--- src/rtl/huffman_decoder.sv ---
`default_nettype none
`timescale 1ns/1ps
// +--------------------------------------------------------------------------+
// | huffman_decoder                                                          |
// | Canonical Huffman decoder: MSB-first serial code bits in, one symbol out |
// | per codeword. Optional HUFF_DEC_STATS_EN adds symbol/bit counters.       |
// | Revision: 1.0 - initial release                                          |
// +--------------------------------------------------------------------------+
module huffman_decoder #(
    parameter int SYM_W   = 8,
    parameter int MAX_LEN = 12,
    parameter int NSYM    = 256
) (
    input  logic                      clk,
    input  logic                      rst,
    input  logic                      cfg_we,
    input  logic                      cfg_sel,
    input  logic [$clog2(NSYM)-1:0]   cfg_addr,
    input  logic [((SYM_W > $clog2(NSYM)+1) ? SYM_W : $clog2(NSYM)+1)-1:0] cfg_data,
    input  logic                      in_bit,
    input  logic                      in_valid,
    output logic                      in_ready,
    output logic [SYM_W-1:0]          out_sym,
    output logic [3:0]                out_len,
    output logic                      out_valid,
    input  logic                      out_ready,
    output logic                      err,
    output logic                      busy
`ifdef HUFF_DEC_STATS_EN
    ,
    input  logic                      stat_clr,
    output logic [31:0]               stat_syms,
    output logic [31:0]               stat_bits
`endif
);

    localparam int c_ADDR_W = $clog2(NSYM);
    localparam int c_CNT_W  = c_ADDR_W + 1;
    localparam int c_LW     = $clog2(MAX_LEN + 1);
    // Code/first arithmetic is wide enough that c - first never aliases.
    localparam int c_AW     = ((MAX_LEN > c_CNT_W) ? MAX_LEN : c_CNT_W) + 1;

    localparam logic [1:0] c_ST_IDLE  = 2'd0;
    localparam logic [1:0] c_ST_ACCUM = 2'd1;
    localparam logic [1:0] c_ST_EMIT  = 2'd2;
    localparam logic [1:0] c_ST_ERR   = 2'd3;

    logic [c_CNT_W-1:0] r_cnt     [0:MAX_LEN];
    logic [SYM_W-1:0]   r_sym_mem [0:NSYM-1];

    logic [1:0]         r_state;
    logic               r_rdy_en;
    logic [c_AW-2:0]    r_code;
    logic [c_AW-1:0]    r_first;
    logic [c_CNT_W-1:0] r_index;
    logic [c_LW-1:0]    r_len;

    logic               w_accept;
    logic               w_hs;
    logic [c_LW-1:0]    w_len_inc;
    logic [c_AW-1:0]    w_code;
    logic [c_CNT_W-1:0] w_cnt;
    logic [c_AW-1:0]    w_off;
    logic               w_hit;
    logic               w_last;
    logic [c_ADDR_W-1:0] w_sym_addr;
    logic               w_cnt_wr_ok;

    // Held-off only during reset recovery, the error cycle, and a stalled symbol.
    assign in_ready   = r_rdy_en && (!out_valid || out_ready);
    assign w_accept   = in_valid && in_ready;
    assign w_hs       = out_valid && out_ready;

    assign w_len_inc  = r_len + c_LW'(1);
    assign w_code     = {r_code, in_bit};
    assign w_cnt      = r_cnt[w_len_inc];
    assign w_off      = w_code - r_first;
    assign w_hit      = (w_off < c_AW'(w_cnt));
    assign w_last     = (w_len_inc == c_LW'(MAX_LEN));
    assign w_sym_addr = r_index[c_ADDR_W-1:0] + w_off[c_ADDR_W-1:0];

    assign w_cnt_wr_ok = (cfg_addr != '0) && (cfg_addr <= c_ADDR_W'(MAX_LEN));

    // Table storage is not reset; it is only writable while nothing is in flight.
    always_ff @(posedge clk) begin
        if (cfg_we && !busy) begin
            if (cfg_sel) begin
                r_sym_mem[cfg_addr] <= cfg_data[SYM_W-1:0];
            end else if (w_cnt_wr_ok) begin
                r_cnt[cfg_addr[c_LW-1:0]] <= cfg_data[c_CNT_W-1:0];
            end
        end
    end

    always_ff @(posedge clk or posedge rst) begin
        if (rst) begin
            r_state   <= c_ST_IDLE;
            r_rdy_en  <= 1'b0;
            r_code    <= '0;
            r_first   <= '0;
            r_index   <= '0;
            r_len     <= '0;
            out_valid <= 1'b0;
            out_sym   <= '0;
            out_len   <= '0;
            err       <= 1'b0;
            busy      <= 1'b0;
        end else begin
            r_rdy_en <= 1'b1;
            err      <= 1'b0;
            case (r_state)
                c_ST_ERR: begin
                    r_state <= c_ST_IDLE;
                    busy    <= 1'b0;
                end
                default: begin
                    if (w_hs) begin
                        out_valid <= 1'b0;
                    end
                    if (w_accept) begin
                        if (w_hit) begin
                            out_sym   <= r_sym_mem[w_sym_addr];
                            out_len   <= 4'(w_len_inc);
                            out_valid <= 1'b1;
                            r_code    <= '0;
                            r_first   <= '0;
                            r_index   <= '0;
                            r_len     <= '0;
                            r_state   <= c_ST_EMIT;
                            busy      <= 1'b1;
                        end else if (w_last) begin
                            r_code    <= '0;
                            r_first   <= '0;
                            r_index   <= '0;
                            r_len     <= '0;
                            r_state   <= c_ST_ERR;
                            r_rdy_en  <= 1'b0;
                            err       <= 1'b1;
                            busy      <= 1'b0;
                        end else begin
                            r_code    <= w_code[c_AW-2:0];
                            r_first   <= (r_first + c_AW'(w_cnt)) << 1;
                            r_index   <= r_index + w_cnt;
                            r_len     <= w_len_inc;
                            r_state   <= c_ST_ACCUM;
                            busy      <= 1'b1;
                        end
                    end else if (w_hs) begin
                        r_state <= c_ST_IDLE;
                        busy    <= 1'b0;
                    end
                end
            endcase
        end
    end

`ifdef HUFF_DEC_STATS_EN
    always_ff @(posedge clk or posedge rst) begin
        if (rst) begin
            stat_syms <= '0;
            stat_bits <= '0;
        end else if (stat_clr) begin
            stat_syms <= '0;
            stat_bits <= '0;
        end else begin
            if (w_hs && (stat_syms != '1)) begin
                stat_syms <= stat_syms + 32'd1;
            end
            if (w_accept && (stat_bits != '1)) begin
                stat_bits <= stat_bits + 32'd1;
            end
        end
    end
`endif

endmodule
`default_nettype wire

--- config.mk ---
export PLATFORM = sky130hd
export DESIGN_NAME = huffman_decoder
export DESIGN_NICKNAME = d
export VERILOG_FILES = /design/src/rtl/huffman_decoder.sv
export SDC_FILE = /design/constraint.sdc
export NUM_CORES = 2
export LEC_CHECK = 0
export CAP_MARGIN = 15
export CORE_MARGIN = 2
export CORE_UTILIZATION = 65
export CTS_BUF_LIST = sky130_fd_sc_hd__clkbuf_8
export CTS_CLUSTER_DIAMETER = 80
export CTS_CLUSTER_SIZE = 20
export DETAILED_ROUTE_END_ITERATION = 10
export HOLD_SLACK_MARGIN = 0.05
export PLACE_DENSITY = 0.83
export SLEW_MARGIN = 20
export SYNTH_ARGS = -nofsm -noshare
export SYNTH_HDL_FRONTEND = slang
export SYNTH_SLANG_ARGS = --single-unit
export TNS_END_PERCENT = 20
--- constraint.sdc ---
create_clock -name clk -period 10.1 [get_ports clk]
set_clock_uncertainty 0.15 [all_clocks]
set_input_delay 1.515 -clock clk [delete_from_list [all_inputs] [get_ports clk]]
set_output_delay 1.515 -clock clk [all_outputs]
set_load 0.01 [all_outputs]
==> flow_summary_export.csv <==
group,metric,value,unit
floorplanning,die-area,138000,um2
cts,cts_resized,0,
logic_synthesis,synth_enable_flop_cells,2165,
routing,drtIter0Drc,7300,
global_route,antenna_found_initial,13,
global_route,track_usage,30.3,%
worst_hold_path,min_to,"out_len[3]",
critical_path,worstPathRequired,10760,ps
cts,cts_tree,"done",
routing,first_pass_iters,7,
critical_path,crit_fanout,79,
worst_hold_path,min_path_type,"flop to flop",
run_status,status,"complete, no violations",
critical_path,r2r-start,"r_code[0]",
routing,drc,0,
sta,slew_viol_final,0,
final_layout,fillers,7739,
floorplanning,fp.dieW,372,um
sta,worst_pin_slew,1220,ps
sta,period_share,61.0,%
floorplanning,die_h,372,um
critical_path,arrival,6820,ps
cts,htreeDepth,4,
critical_path,crit_type,"input port to flop",
sta,finalSetupViolCount,0,
sta,fin_crit,6160,ps
placement,gp_congestion,0.928,
critical_path,startpoint_type,"input port",
routing,routed_wl,206000,um
critical_path,worst-r2r-cell-count,13,
global_route,grt_pass1_wl,298000,um
worst_hold_path,whs_path_depth,2,
logic_synthesis,ys_async_sr_fraction,2.43,%
cts,cts_hold_buf,0,
logic_synthesis,ys_types,79,
sta,clock.fmax,0.162,GHz
routing,vias,44400,
floorplanning,start_util,65.6,%
sta,rsz0062_at_grt,"false",
routing,vias_per_cell,7.19,
cts,clock_path_buffers,3,
cts,ctsRootBufferMaster,"clkbuf_8",
global_route,grt_max_degree,169,
global_route,overflow,0,
critical_path,r2r_slack,4100,ps
sta,max-slew-margin-rel,18.3,%
global_route,grt_pass1_vias,43900,
logic_synthesis,synth_top_flop_cell,"edfxtp_1",
cts,postCtsSetupBuffers,0,
logic_synthesis,avgSynthCellArea,20.3,um2
final_layout,area.growth.synth_to_final,5.23,%
final_layout,final_core_util,69.1,%
cts,cts_buffers,130,
cts,clk_pin_slew,120,ps
flow_run,cap_viol_max_count,0,
critical_path,r2r_end,"out_sym[7]",
logic_synthesis,yosysWarnings,0,
placement,dp_hpwl,126000,um
critical_path,cp-end-kind,"flop",
floorplanning,io_pins,40,
routing,wl_per_cell,33.4,um
cts,clock_latency,930,ps
worst_hold_path,hold_start,"out_len[3]",
sta,fin_ws,3940,ps
cts,cts_sinks,2219,
logic_synthesis,postSynthCellCount,4333,
routing,ant_nets,0,
sta,finalSetupTns,0,ps
final_layout,drive_gt1_share,19.3,%
logic_synthesis,synth_area,87800,um2
logic_synthesis,ys_ff_latch,2219,
placement,dpl_worst_slack,3140,ps
floorplanning,fp.coreArea,134000,um2
floorplanning,num_rows,134,
sta,hold_viol_final,0,
final_layout,final_nets,4419,
placement,io_buffers,39,
logic_synthesis,ys_seq_area_share,75.6,%
[critical path, cell delays in order]
cell and delay (ps):
clkdlybuf4s50_1 550, ha_4 250, fa_4 1470, buf_12 430, mux4_2 370, and2_1 170
a2111oi_0 450, a31oi_1 180, o221ai_1 470, o221ai_1 360, nor4_1 380, a221oi_1 90
[layout by cell type, fill, tap and decap left out, drive strengths merged, types with 12 or more instances in the layout]
master            n
edfxtp         2165
mux4            574
nand2           336
nor2            297
clkbuf          134
buf              91
mux2i            85
inv              82
nand3            71
dfrtp            54
o21ai            45
a21oi            43
ha               42
clkdlybuf4s50    31
a32oi            21
a31oi            17
xnor2            17
nand4            16
a221oi           16
a22o             16
a21o             15
a32o             15
o221ai           15
o211ai           12
and2             12
nor3             12
[Yosys cell counts (8+ instances only)]
| cell | number | area [um2] |
|---|---|---|
| nand3_1 | 70 | 350 |
| nor2b_1 | 11 | 68.8 |
| a21o_1 | 15 | 113 |
| a21oi_1 | 42 | 210 |
| ha_1 | 42 | 526 |
| o22ai_1 | 10 | 62.6 |
| inv_1 | 48 | 180 |
| and3_1 | 11 | 68.8 |
| buf_2 | 82 | 410 |
| a32o_1 | 15 | 150 |
| o2111ai_1 | 8 | 70.1 |
| mux4_2 | 571 | 12900 |
| o211ai_1 | 12 | 90.1 |
| xor2_1 | 8 | 70.1 |
| and2_1 | 12 | 75.1 |
| a31oi_1 | 17 | 106 |
| o221ai_1 | 15 | 131 |
| dfrtp_1 | 54 | 1350 |
| nor4_1 | 9 | 56.3 |
| nor3_1 | 11 | 55.1 |
| a32oi_1 | 21 | 184 |
| clkbuf_1 | 108 | 405 |
| mux2i_1 | 85 | 851 |
| xnor2_1 | 17 | 149 |
| edfxtp_1 | 2165 | 65000 |
| a2111oi_0 | 11 | 96.3 |
| buf_1 | 26 | 97.6 |
| o21ai_0 | 41 | 205 |
| a221oi_1 | 16 | 140 |
| o31ai_1 | 10 | 75.1 |
| buf_4 | 28 | 210 |
| nand4_1 | 16 | 100 |
| a22o_1 | 16 | 140 |
| nor2_1 | 297 | 1110 |
| nand2_1 | 335 | 1260 |
[sequential cells by signal, summed over array words and instances (netlist names)]
signal / flops
r_code: 12
r_index: 8
out_valid: 1
r_cnt: 117
out_sym: 8
r_rdy_en: 1
r_len: 4
busy: 1
out_len: 4
err: 1
r_first: 12
r_sym_mem: 2048
r_state: 2
[per-stage QoR]
step	instances	cell area, um2	hold WS, ps
2_1_floorplan	4341	87900	296
3_3_place_gp	5981	90200	309
3_5_place_dp	5982	90200	327
4_1_cts	6160	92300	353
5_1_grt	6166	92400	391
6_report	6171	92400	345
[kinds of logic (layout without fill, tap and decap cells)]
group,count (synthesis),count (layout),share of synthesized area (%)
flip-flops,2219,2219,75.6
AND/OR/NAND/NOR,797,797,3.81
multiplexers,660,660,15.7
buffers and inverters,295,349,1.52
AO/OA/AOI/OAI,289,289,2.43
adder cells (fa/ha/maj),46,46,0.689
XOR/XNOR,26,26,0.275
other,1,17,0.00427
[per-layer routing]
layer	vias to the layer above	wire, um	part of all wire, %	GRT usage, %
li1	17600	-	-	-
met1	22900	72600	35	42.1
met2	3317	99200	48	47.2
met3	497	26200	13	8.06
met4	16	8290	4.0	11.3
met5	-	125	0.061	0
[final cells by class]
cell class | count | area [um2] | share of cell area (%)
Antenna cell | 8 | 20.0 | 0.0217
Clock buffer | 133 | 1830 | 1.98
Clock inverter | 45 | 270 | 0.292
Tap cell | 1768 | 2210 | 2.39
Multi-Input combinational cell | 1827 | 20300 | 21.9
Timing Repair Buffer | 123 | 1270 | 1.37
Inverter | 48 | 180 | 0.195
Sequential cell | 2219 | 66400 | 71.8
[how the worst max path moves through the flow]
stage | slack [ps] | end | start | depth (start not counted)
floorplan | 5530 | out_sym[0] | in_bit | 12
global placement | 3160 | out_sym[6] | in_bit | 12
detailed placement | 3140 | out_sym[6] | in_bit | 12
CTS | 4140 | out_sym[6] | in_bit | 12
global route | 3910 | out_sym[4] | in_bit | 12
finish | 3940 | out_sym[1] | in_bit | 12
Power is left out: the tool's default activity adds up to more than one toggle a clock period on the data nets, which glitch-free logic cannot reach.
